--- src/rtl/muldiv_unit_if.sv ---
// Command/result bundle between the execution stage and muldiv_unit.
//   master: drives stall, flush, start, op, rs, rt; observes results/status
//   slave : the muldiv unit itself
// Signals:
//   stall      external pipeline stall, gates command acceptance only
//   flush      abort any in-flight op, drop same-cycle command
//   start/op   command valid and opcode (1 MULT, 2 MULTU, 3 DIV, 4 DIVU, 5 MTHI, 6 MTLO)
//   rs/rt      operands
//   hi/lo      architectural HI/LO registers
//   busy       operation in flight
//   stall_req  hold the pipeline (acceptance cycle and while busy)
//   done       one-cycle pulse when a mul/div updates HI/LO
//   div_zero   one-cycle pulse with done for a divide by zero
interface muldiv_unit_if #(
   parameter int DATA_WIDTH = 32
);
   logic                  stall;
   logic                  flush;
   logic                  start;
   logic [2:0]            op;
   logic [DATA_WIDTH-1:0] rs;
   logic [DATA_WIDTH-1:0] rt;
   logic [DATA_WIDTH-1:0] hi;
   logic [DATA_WIDTH-1:0] lo;
   logic                  busy;
   logic                  stall_req;
   logic                  done;
   logic                  div_zero;

   modport master (
      output stall, flush, start, op, rs, rt,
      input  hi, lo, busy, stall_req, done, div_zero
   );

   modport slave (
      input  stall, flush, start, op, rs, rt,
      output hi, lo, busy, stall_req, done, div_zero
   );
endinterface

--- src/rtl/muldiv_unit.sv ---
// Iterative multiply/divide unit with HI/LO registers, one result bit per cycle.
// Ports:
//   clk    pipeline clock
//   rst_n  asynchronous active-low reset
//   bus    muldiv_unit_if.slave (command in, HI/LO and status out)
//
// state | meaning
// ------+---------------------------------------------------------------
// IDLE  | waiting for a command; MTHI/MTLO complete here in one edge
// PREP  | take magnitudes, record result signs, catch divide by zero
// ITER  | one shift-add (mul) or restoring-subtract (div) step per cycle
// FIX   | apply result signs, write HI/LO, pulse done
module muldiv_unit #(
   parameter int DATA_WIDTH = 32
) (
   input logic          clk,
   input logic          rst_n,
   muldiv_unit_if.slave bus
);
   localparam int W  = DATA_WIDTH;
   localparam int CW = $clog2(DATA_WIDTH);

   localparam logic [2:0] OP_MULT  = 3'd1;
   localparam logic [2:0] OP_MULTU = 3'd2;
   localparam logic [2:0] OP_DIV   = 3'd3;
   localparam logic [2:0] OP_DIVU  = 3'd4;
   localparam logic [2:0] OP_MTHI  = 3'd5;
   localparam logic [2:0] OP_MTLO  = 3'd6;

   typedef enum logic [1:0] {
      S_IDLE,
      S_PREP,
      S_ITER,
      S_FIX
   } state_t;

   state_t          r_state;
   logic [W-1:0]    r_a;
   logic [W-1:0]    r_b;
   logic [W-1:0]    r_hi;
   logic [W-1:0]    r_lo;
   logic [2*W-1:0]  r_acc;
   logic [CW-1:0]   r_cnt;
   logic            r_is_div;
   logic            r_signed;
   logic            r_neg_q;
   logic            r_neg_r;
   logic            r_done;
   logic            r_div_zero;

   logic            w_idle;
   logic            w_arith_op;
   logic [W-1:0]    w_abs_a;
   logic [W-1:0]    w_abs_b;
   logic [W:0]      w_sum;
   logic [2*W-1:0]  w_mul_next;
   logic [W:0]      w_rem_sh;
   logic [W:0]      w_diff;
   logic [2*W-1:0]  w_div_next;
   logic [2*W-1:0]  w_prod;
   logic [W-1:0]    w_quo;
   logic [W-1:0]    w_rem;

   assign w_idle     = (r_state == S_IDLE);
   assign w_arith_op = (bus.op >= OP_MULT) && (bus.op <= OP_DIVU);

   // Magnitudes; the most negative value maps onto itself, which read as
   // unsigned is exactly its magnitude, so MIN needs no special case.
   assign w_abs_a = (r_signed && r_a[W-1]) ? -r_a : r_a;
   assign w_abs_b = (r_signed && r_b[W-1]) ? -r_b : r_b;

   // Multiply: multiplier sits in the low half and shifts out LSB first,
   // partial product accumulates in the high half (with carry bit).
   assign w_sum      = {1'b0, r_acc[2*W-1:W]} + (r_acc[0] ? {1'b0, r_b} : '0);
   assign w_mul_next = {w_sum, r_acc[W-1:1]};

   // Divide: remainder in the high half, dividend shifting in from the low
   // half while quotient bits fill in behind it.
   assign w_rem_sh   = {r_acc[2*W-1:W], r_acc[W-1]};
   assign w_diff     = w_rem_sh - {1'b0, r_b};
   assign w_div_next = w_diff[W] ? {w_rem_sh[W-1:0], r_acc[W-2:0], 1'b0}
                                 : {w_diff[W-1:0],   r_acc[W-2:0], 1'b1};

   assign w_prod = r_neg_q ? -r_acc : r_acc;
   assign w_quo  = r_neg_q ? -r_acc[W-1:0] : r_acc[W-1:0];
   assign w_rem  = r_neg_r ? -r_acc[2*W-1:W] : r_acc[2*W-1:W];

   always_ff @(posedge clk or negedge rst_n) begin
      if (!rst_n) begin
         r_state    <= S_IDLE;
         r_a        <= '0;
         r_b        <= '0;
         r_hi       <= '0;
         r_lo       <= '0;
         r_acc      <= '0;
         r_cnt      <= '0;
         r_is_div   <= 1'b0;
         r_signed   <= 1'b0;
         r_neg_q    <= 1'b0;
         r_neg_r    <= 1'b0;
         r_done     <= 1'b0;
         r_div_zero <= 1'b0;
      end else begin
         r_done     <= 1'b0;
         r_div_zero <= 1'b0;
         if (bus.flush) begin
            r_state <= S_IDLE;
         end else begin
            case (r_state)
               S_IDLE: begin
                  if (bus.start && !bus.stall) begin
                     case (bus.op)
                        OP_MULT, OP_MULTU, OP_DIV, OP_DIVU: begin
                           r_a      <= bus.rs;
                           r_b      <= bus.rt;
                           r_is_div <= (bus.op == OP_DIV) || (bus.op == OP_DIVU);
                           r_signed <= (bus.op == OP_MULT) || (bus.op == OP_DIV);
                           r_state  <= S_PREP;
                        end
                        OP_MTHI: r_hi <= bus.rs;
                        OP_MTLO: r_lo <= bus.rs;
                        default: ;
                     endcase
                  end
               end
               S_PREP: begin
                  if (r_is_div && (r_b == '0)) begin
                     r_done     <= 1'b1;
                     r_div_zero <= 1'b1;
                     r_state    <= S_IDLE;
                  end else begin
                     r_b     <= w_abs_b;
                     r_neg_q <= r_signed && (r_a[W-1] ^ r_b[W-1]);
                     r_neg_r <= r_signed && r_a[W-1];
                     r_acc   <= {{W{1'b0}}, w_abs_a};
                     r_cnt   <= CW'(W - 1);
                     r_state <= S_ITER;
                  end
               end
               S_ITER: begin
                  r_acc <= r_is_div ? w_div_next : w_mul_next;
                  if (r_cnt == '0) begin
                     r_state <= S_FIX;
                  end else begin
                     r_cnt <= r_cnt - 1'b1;
                  end
               end
               S_FIX: begin
                  if (r_is_div) begin
                     r_lo <= w_quo;
                     r_hi <= w_rem;
                  end else begin
                     r_lo <= w_prod[W-1:0];
                     r_hi <= w_prod[2*W-1:W];
                  end
                  r_done  <= 1'b1;
                  r_state <= S_IDLE;
               end
               default: r_state <= S_IDLE;
            endcase
         end
      end
   end

   assign bus.hi        = r_hi;
   assign bus.lo        = r_lo;
   assign bus.busy      = !w_idle;
   assign bus.done      = r_done;
   assign bus.div_zero  = r_div_zero;
   assign bus.stall_req = !w_idle || (bus.start && !bus.stall && w_idle && w_arith_op);
endmodule

--- src/flat_wrapper.sv ---
// flat-port wrapper written by rule: the top's interface ports become plain ports
module muldiv_unit_flat 
#(
   parameter int DATA_WIDTH = 32
)
  (clk, rst_n, bus_stall, bus_flush, bus_start, bus_op, bus_rs, bus_rt, bus_hi, bus_lo, bus_busy, bus_stall_req, bus_done, bus_div_zero);
  muldiv_unit_if #(.DATA_WIDTH(DATA_WIDTH)) bus_i ();
  input logic clk;
  input logic rst_n;
  input wire logic [$bits(bus_i.stall)-1:0] bus_stall;
  input wire logic [$bits(bus_i.flush)-1:0] bus_flush;
  input wire logic [$bits(bus_i.start)-1:0] bus_start;
  input wire logic [$bits(bus_i.op)-1:0] bus_op;
  input wire logic [$bits(bus_i.rs)-1:0] bus_rs;
  input wire logic [$bits(bus_i.rt)-1:0] bus_rt;
  output wire logic [$bits(bus_i.hi)-1:0] bus_hi;
  output wire logic [$bits(bus_i.lo)-1:0] bus_lo;
  output wire logic [$bits(bus_i.busy)-1:0] bus_busy;
  output wire logic [$bits(bus_i.stall_req)-1:0] bus_stall_req;
  output wire logic [$bits(bus_i.done)-1:0] bus_done;
  output wire logic [$bits(bus_i.div_zero)-1:0] bus_div_zero;
  assign bus_i.stall = bus_stall;
  assign bus_i.flush = bus_flush;
  assign bus_i.start = bus_start;
  assign bus_i.op = bus_op;
  assign bus_i.rs = bus_rs;
  assign bus_i.rt = bus_rt;
  assign bus_hi = bus_i.hi;
  assign bus_lo = bus_i.lo;
  assign bus_busy = bus_i.busy;
  assign bus_stall_req = bus_i.stall_req;
  assign bus_done = bus_i.done;
  assign bus_div_zero = bus_i.div_zero;
  muldiv_unit #(.DATA_WIDTH(DATA_WIDTH)) u_core (.clk(clk), .rst_n(rst_n), .bus(bus_i));
endmodule
--- config.mk ---
export PLATFORM = sky130hd
export DESIGN_NAME = muldiv_unit_flat
export DESIGN_NICKNAME = d
export VERILOG_FILES = /design/src/rtl/muldiv_unit_if.sv /design/src/rtl/muldiv_unit.sv /design/src/flat_wrapper.sv
export SDC_FILE = /design/constraint.sdc
export NUM_CORES = 1
export LEC_CHECK = 0
export CAP_MARGIN = 25
export CORE_ASPECT_RATIO = 1.75
export CORE_MARGIN = 2
export CORE_UTILIZATION = 31
export CTS_CLUSTER_DIAMETER = 50
export DETAILED_ROUTE_END_ITERATION = 8
export GPL_ROUTABILITY_DRIVEN = 1
export PLACE_DENSITY_LB_ADDON = 0.08
export RECOVER_POWER = 25
export SKIP_CTS_REPAIR_TIMING = 1
export SYNTH_ARGS = -nofsm -noshare
export SYNTH_HDL_FRONTEND = slang
export SYNTH_SLANG_ARGS = --single-unit
--- constraint.sdc ---
create_clock -name clk -period 6.88 [get_ports clk]
set_input_delay 1.376 -clock clk [delete_from_list [all_inputs] [get_ports clk]]
set_output_delay 1.376 -clock clk [all_outputs]
set_load 0.02 [all_outputs]
==> load_flow_metrics.sql <==
INSERT INTO impl_metrics (metric_group, metric, value, unit) VALUES
('status', 'outcome', 'finished, violations left', ''),
('status', 'failed_checks', 'capacitance limit, slew limit', ''),
('synthesis', 'yosys_warnings', '0', ''),
('floorplan', 'die_area', '55040', 'um2'),
('synthesis', 'yosys_most_used_dff', 'sky130_fd_sc_hd__dfrtp_1', ''),
('cells_and_area', 'seq_area', '5131', 'um2'),
('synthesis', 'synth_commonest_cells', '227 x sky130_fd_sc_hd__nand2_1, 220 x sky130_fd_sc_hd__o21ai_0, 205 x sky130_fd_sc_hd__dfrtp_1', ''),
('setup_path', 'critical_path_arrival', '4.98', 'ns'),
('power_and_ir_drop', 'fin_total_pwr', '7.463', 'mW'),
('setup_path', 'timing.critical_path.from', 'u_core.r_b[15]$_DFFE_PN0P_', ''),
('timing', 'unrepaired_setup_endpoints_after_global_routing', 'false', ''),
('setup_path', 'end_kind', 'register', ''),
('floorplan', 'start_util', '0.3136', ''),
('synthesis', 'synth_area_per_cell', '7.981', 'um2'),
('route', 'drt_iter0_markers', '1065', ''),
('setup_path', 'kind_of_start_point_of_the_critical_path', 'register', ''),
('route', 'drt.antenna.violating_nets', '0', ''),
('global_route', 'total_gr_overflow', '0', ''),
('timing', 'finalWorstSetupSlack', '2.343', 'ns'),
('global_route', 'wire_length_of_the_first_global_routing_pass', '101900', 'um'),
('setup_path', 'critical_path.reg2reg.startpoint', 'u_core.r_b[15]$_DFFE_PN0P_', ''),
('power_and_ir_drop', 'leakage_dissipation', '8.320', 'nW'),
('route', 'post_drt_via_cell_ratio', '5.602', ''),
('cells_and_area', 'final_core_utilization', '0.3690', ''),
('place', 'dp_hpwl', '54060', 'um'),
('place', 'placedCellCount', '2771', ''),
('route', 'post_route_drc', '0', ''),
('timing', 'finalMaxSlewViolations', '114', ''),
('cells_and_area', 'fill_cells', '5545', ''),
('power_and_ir_drop', 'power_per_cell_area', '385.2', 'nW/um2'),
('synthesis', 'synth_top_cell_by_area', 'sky130_fd_sc_hd__dfrtp_1', ''),
('route', 'drt_wl_total', '68620', 'um'),
('synthesis', 'postSynthRegisterBits', '205', ''),
('cells_and_area', 'final_net_count', '2272', ''),
('setup_path', 'timing.setup.critical_path_class', 'reg -> reg', ''),
('clocking', 'worstSkewPairLatency', '0.57', 'ns'),
('floorplan', 'chip_height', '308.9', 'um'),
('floorplan', 'core', '52500', 'um2'),
('synthesis', 'synth.distinct_cells', '80', ''),
('setup_path', 'worst-endpoint-required', '7.33', 'ns'),
('clocking', 'cts_root_buf', 'sky130_fd_sc_hd__clkbuf_16', ''),
('global_route', 'global_route.usage.total', '0.2478', ''),
('timing', 'tightest_slew', '3.167', 'ns'),
('setup_path', 'setup.reg_to_reg.worst_slack', '2.34', 'ns'),
('synthesis', 'synth_fp_nets', '2212', ''),
('global_route', 'vias_in_the_first_global_route', '15870', ''),
('place', 'detailedPlace.worstSlack', '2.066', 'ns'),
('setup_path', 'r2r_end', 'u_core.r_acc[28]$_DFFE_PN0P_', ''),
('cells_and_area', 'area_of_the_multi_input_gates', '10550', 'um2'),
('synthesis', 'synth_top_cells_by_area', 'sky130_fd_sc_hd__dfrtp_1 31%, sky130_fd_sc_hd__o21ai_0 6.7%, sky130_fd_sc_hd__ha_1 5.7%, sky130_fd_sc_hd__nand2_1 5.2%, sky130_fd_sc_hd__a21oi_1 4.7%', ''),
('setup_path', 'cp_max_fo', '57', ''),
('global_route', 'antenna_found_initial', '0', ''),
('timing', 'worst_clock_skew', '0.01485', 'ns'),
('synthesis', 'synth_cells', '2063', ''),
('synthesis', 'number_of_synthesized_flops_with_an_enable_pin', '0', ''),
('cells_and_area', 'layout-drive-gt1-share', '0.06399', ''),
('timing', 'fin_setup_tns', '0', 'ns'),
('clocking', 'clockBufferDepth', '3', ''),
('timing', 'period_minus_slack', '4.537', 'ns'),
('cells_and_area', 'antenna-diode-count', '0', ''),
('timing', 'period_share', '0.6594', ''),
('cells_and_area', 'layout-area-overhead-vs-synth', '17.67', '%'),
('timing', 'timing.final.hold_violations', '0', ''),
('timing', 'maxClockFrequency', '0.2204', 'GHz'),
('synthesis', 'synth.most_common_cell', 'sky130_fd_sc_hd__nand2_1', ''),
('cells_and_area', 'layout.cells.non_filler', '2819', ''),
('place', 'port_buf_inserts', '139', ''),
('hold_path', 'timing.hold.worst.class', 'reg -> reg', ''),
('floorplan', 'row_count', '111', ''),
('floorplan', 'boundaryPins', '140', ''),
('flow_run', 'maxCapViolCount', '1', '');
==> placed cells by master, fill, tap and decap left out, types with 36 or more instances in the layout <==
| cell | synthesis | layout |
|---|---|---|
| sky130_fd_sc_hd__xnor2_1 | 79 | 79 |
| sky130_fd_sc_hd__clkdlybuf4s50_1 | 0 | 138 |
| sky130_fd_sc_hd__ha_1 | 75 | 73 |
| sky130_fd_sc_hd__xor2_1 | 63 | 63 |
| sky130_fd_sc_hd__a21o_1 | 68 | 68 |
| sky130_fd_sc_hd__inv_1 | 74 | 74 |
| sky130_fd_sc_hd__dfrtp_1 | 205 | 204 |
| sky130_fd_sc_hd__mux2i_1 | 48 | 48 |
| sky130_fd_sc_hd__nor3_1 | 42 | 42 |
| sky130_fd_sc_hd__o22ai_1 | 36 | 36 |
| sky130_fd_sc_hd__nor2_1 | 153 | 151 |
| sky130_fd_sc_hd__a211oi_1 | 47 | 47 |
| sky130_fd_sc_hd__mux2_2 | 36 | 36 |
| sky130_fd_sc_hd__nand3_1 | 73 | 72 |
| sky130_fd_sc_hd__a21oi_1 | 153 | 153 |
| sky130_fd_sc_hd__nand2_1 | 227 | 226 |
| sky130_fd_sc_hd__o21ai_0 | 220 | 220 |
==> state kept, by name, summed over array words and instances (netlist names), 2 cells and up <==
register        cells
u_core.r_a         32
u_core.r_state      2
u_core.bus.hi      32
u_core.r_cnt        5
u_core.r_acc       64
u_core.bus.lo      32
u_core.r_b         32
==> where the power goes <==
| part | leakage [nW] | switching, mW | total [mW] | internal [mW] |
|---|---|---|---|---|
| Clock | 0.471 | 0.599 | 1.57 | 0.975 |
| Sequential | 2.54 | 0.707 | 2.36 | 1.65 |
| Combinational | 5.31 | 2.08 | 3.53 | 1.45 |
| Total | 8.32 | 3.38 | 7.46 | 4.08 |
==> cell families (layout without fill, tap and decap cells) <==
| group | Yosys count | in the layout | share of synthesized area |
|---|---|---|---|
| XOR/XNOR | 142 | 142 | 0.07554 |
| flip-flops | 205 | 205 | 0.3116 |
| AO/OA/AOI/OAI | 689 | 689 | 0.2609 |
| AND/OR/NAND/NOR | 657 | 657 | 0.1887 |
| adder cells (fa/ha/maj) | 77 | 77 | 0.05943 |
| buffers and inverters | 209 | 287 | 0.05008 |
| multiplexers | 84 | 84 | 0.05380 |
==> layer usage <==
layer  global-route usage  vias up  part of all wire
li1                     -     7634                 -
met1               0.2523     7617              0.35
met2               0.4938      421              0.56
met3              0.02188      119             0.034
met4               0.1197        0             0.053
met5                    0        -                 0
==> critical path, stage by stage, from the launching register on <==
cell and delay (ns):
sky130_fd_sc_hd__dfrtp_1 0.42, sky130_fd_sc_hd__or4_1 0.59, sky130_fd_sc_hd__or4_1 0.60, sky130_fd_sc_hd__nor4b_2 0.57
sky130_fd_sc_hd__a21o_1 0.25, sky130_fd_sc_hd__nor2_1 0.19, sky130_fd_sc_hd__nor2_4 0.77, sky130_fd_sc_hd__buf_4 0.61
sky130_fd_sc_hd__mux2_2 0.40
==> through the flow <==
stage / hold WS (ns) / area (um2)
floorplan: 0.4630 / 16460
global placement: 0.4596 / 18400
detailed placement: 0.4650 / 18410
CTS: 0.4795 / 19380
global route: 0.4973 / 19370
finish: 0.4731 / 19370
==> worst min-delay path by stage <==
stage                                              from                       endpoint  slack (ns)  cells after the start
after global placement     u_core.bus.lo[9]$_DFFE_PN0P_   u_core.bus.lo[9]$_DFFE_PN0P_        0.46                      1
after floorplan             u_core.r_cnt[0]$_DFFE_PN0P_    u_core.r_cnt[0]$_DFFE_PN0P_        0.46                      1
final                      u_core.bus.lo[5]$_DFFE_PN0P_   u_core.bus.lo[5]$_DFFE_PN0P_        0.47                      1
after detailed placement   u_core.bus.lo[5]$_DFFE_PN0P_   u_core.bus.lo[5]$_DFFE_PN0P_        0.47                      1
after global routing      u_core.bus.hi[29]$_DFFE_PN0P_  u_core.bus.hi[29]$_DFFE_PN0P_        0.50                      1
after CTS                  u_core.bus.lo[5]$_DFFE_PN0P_   u_core.bus.lo[5]$_DFFE_PN0P_        0.48                      1
==> layout make-up <==
type	count	area share
clock buffers	35	0.03965
clock inverters	13	0.01085
inverters	75	0.01453
multi-input cells	1649	0.5446
flip-flops and latches	205	0.2649
well taps	678	0.04379
repair buffers	164	0.08176
Note: power is estimated with default switching activity, not from simulation.
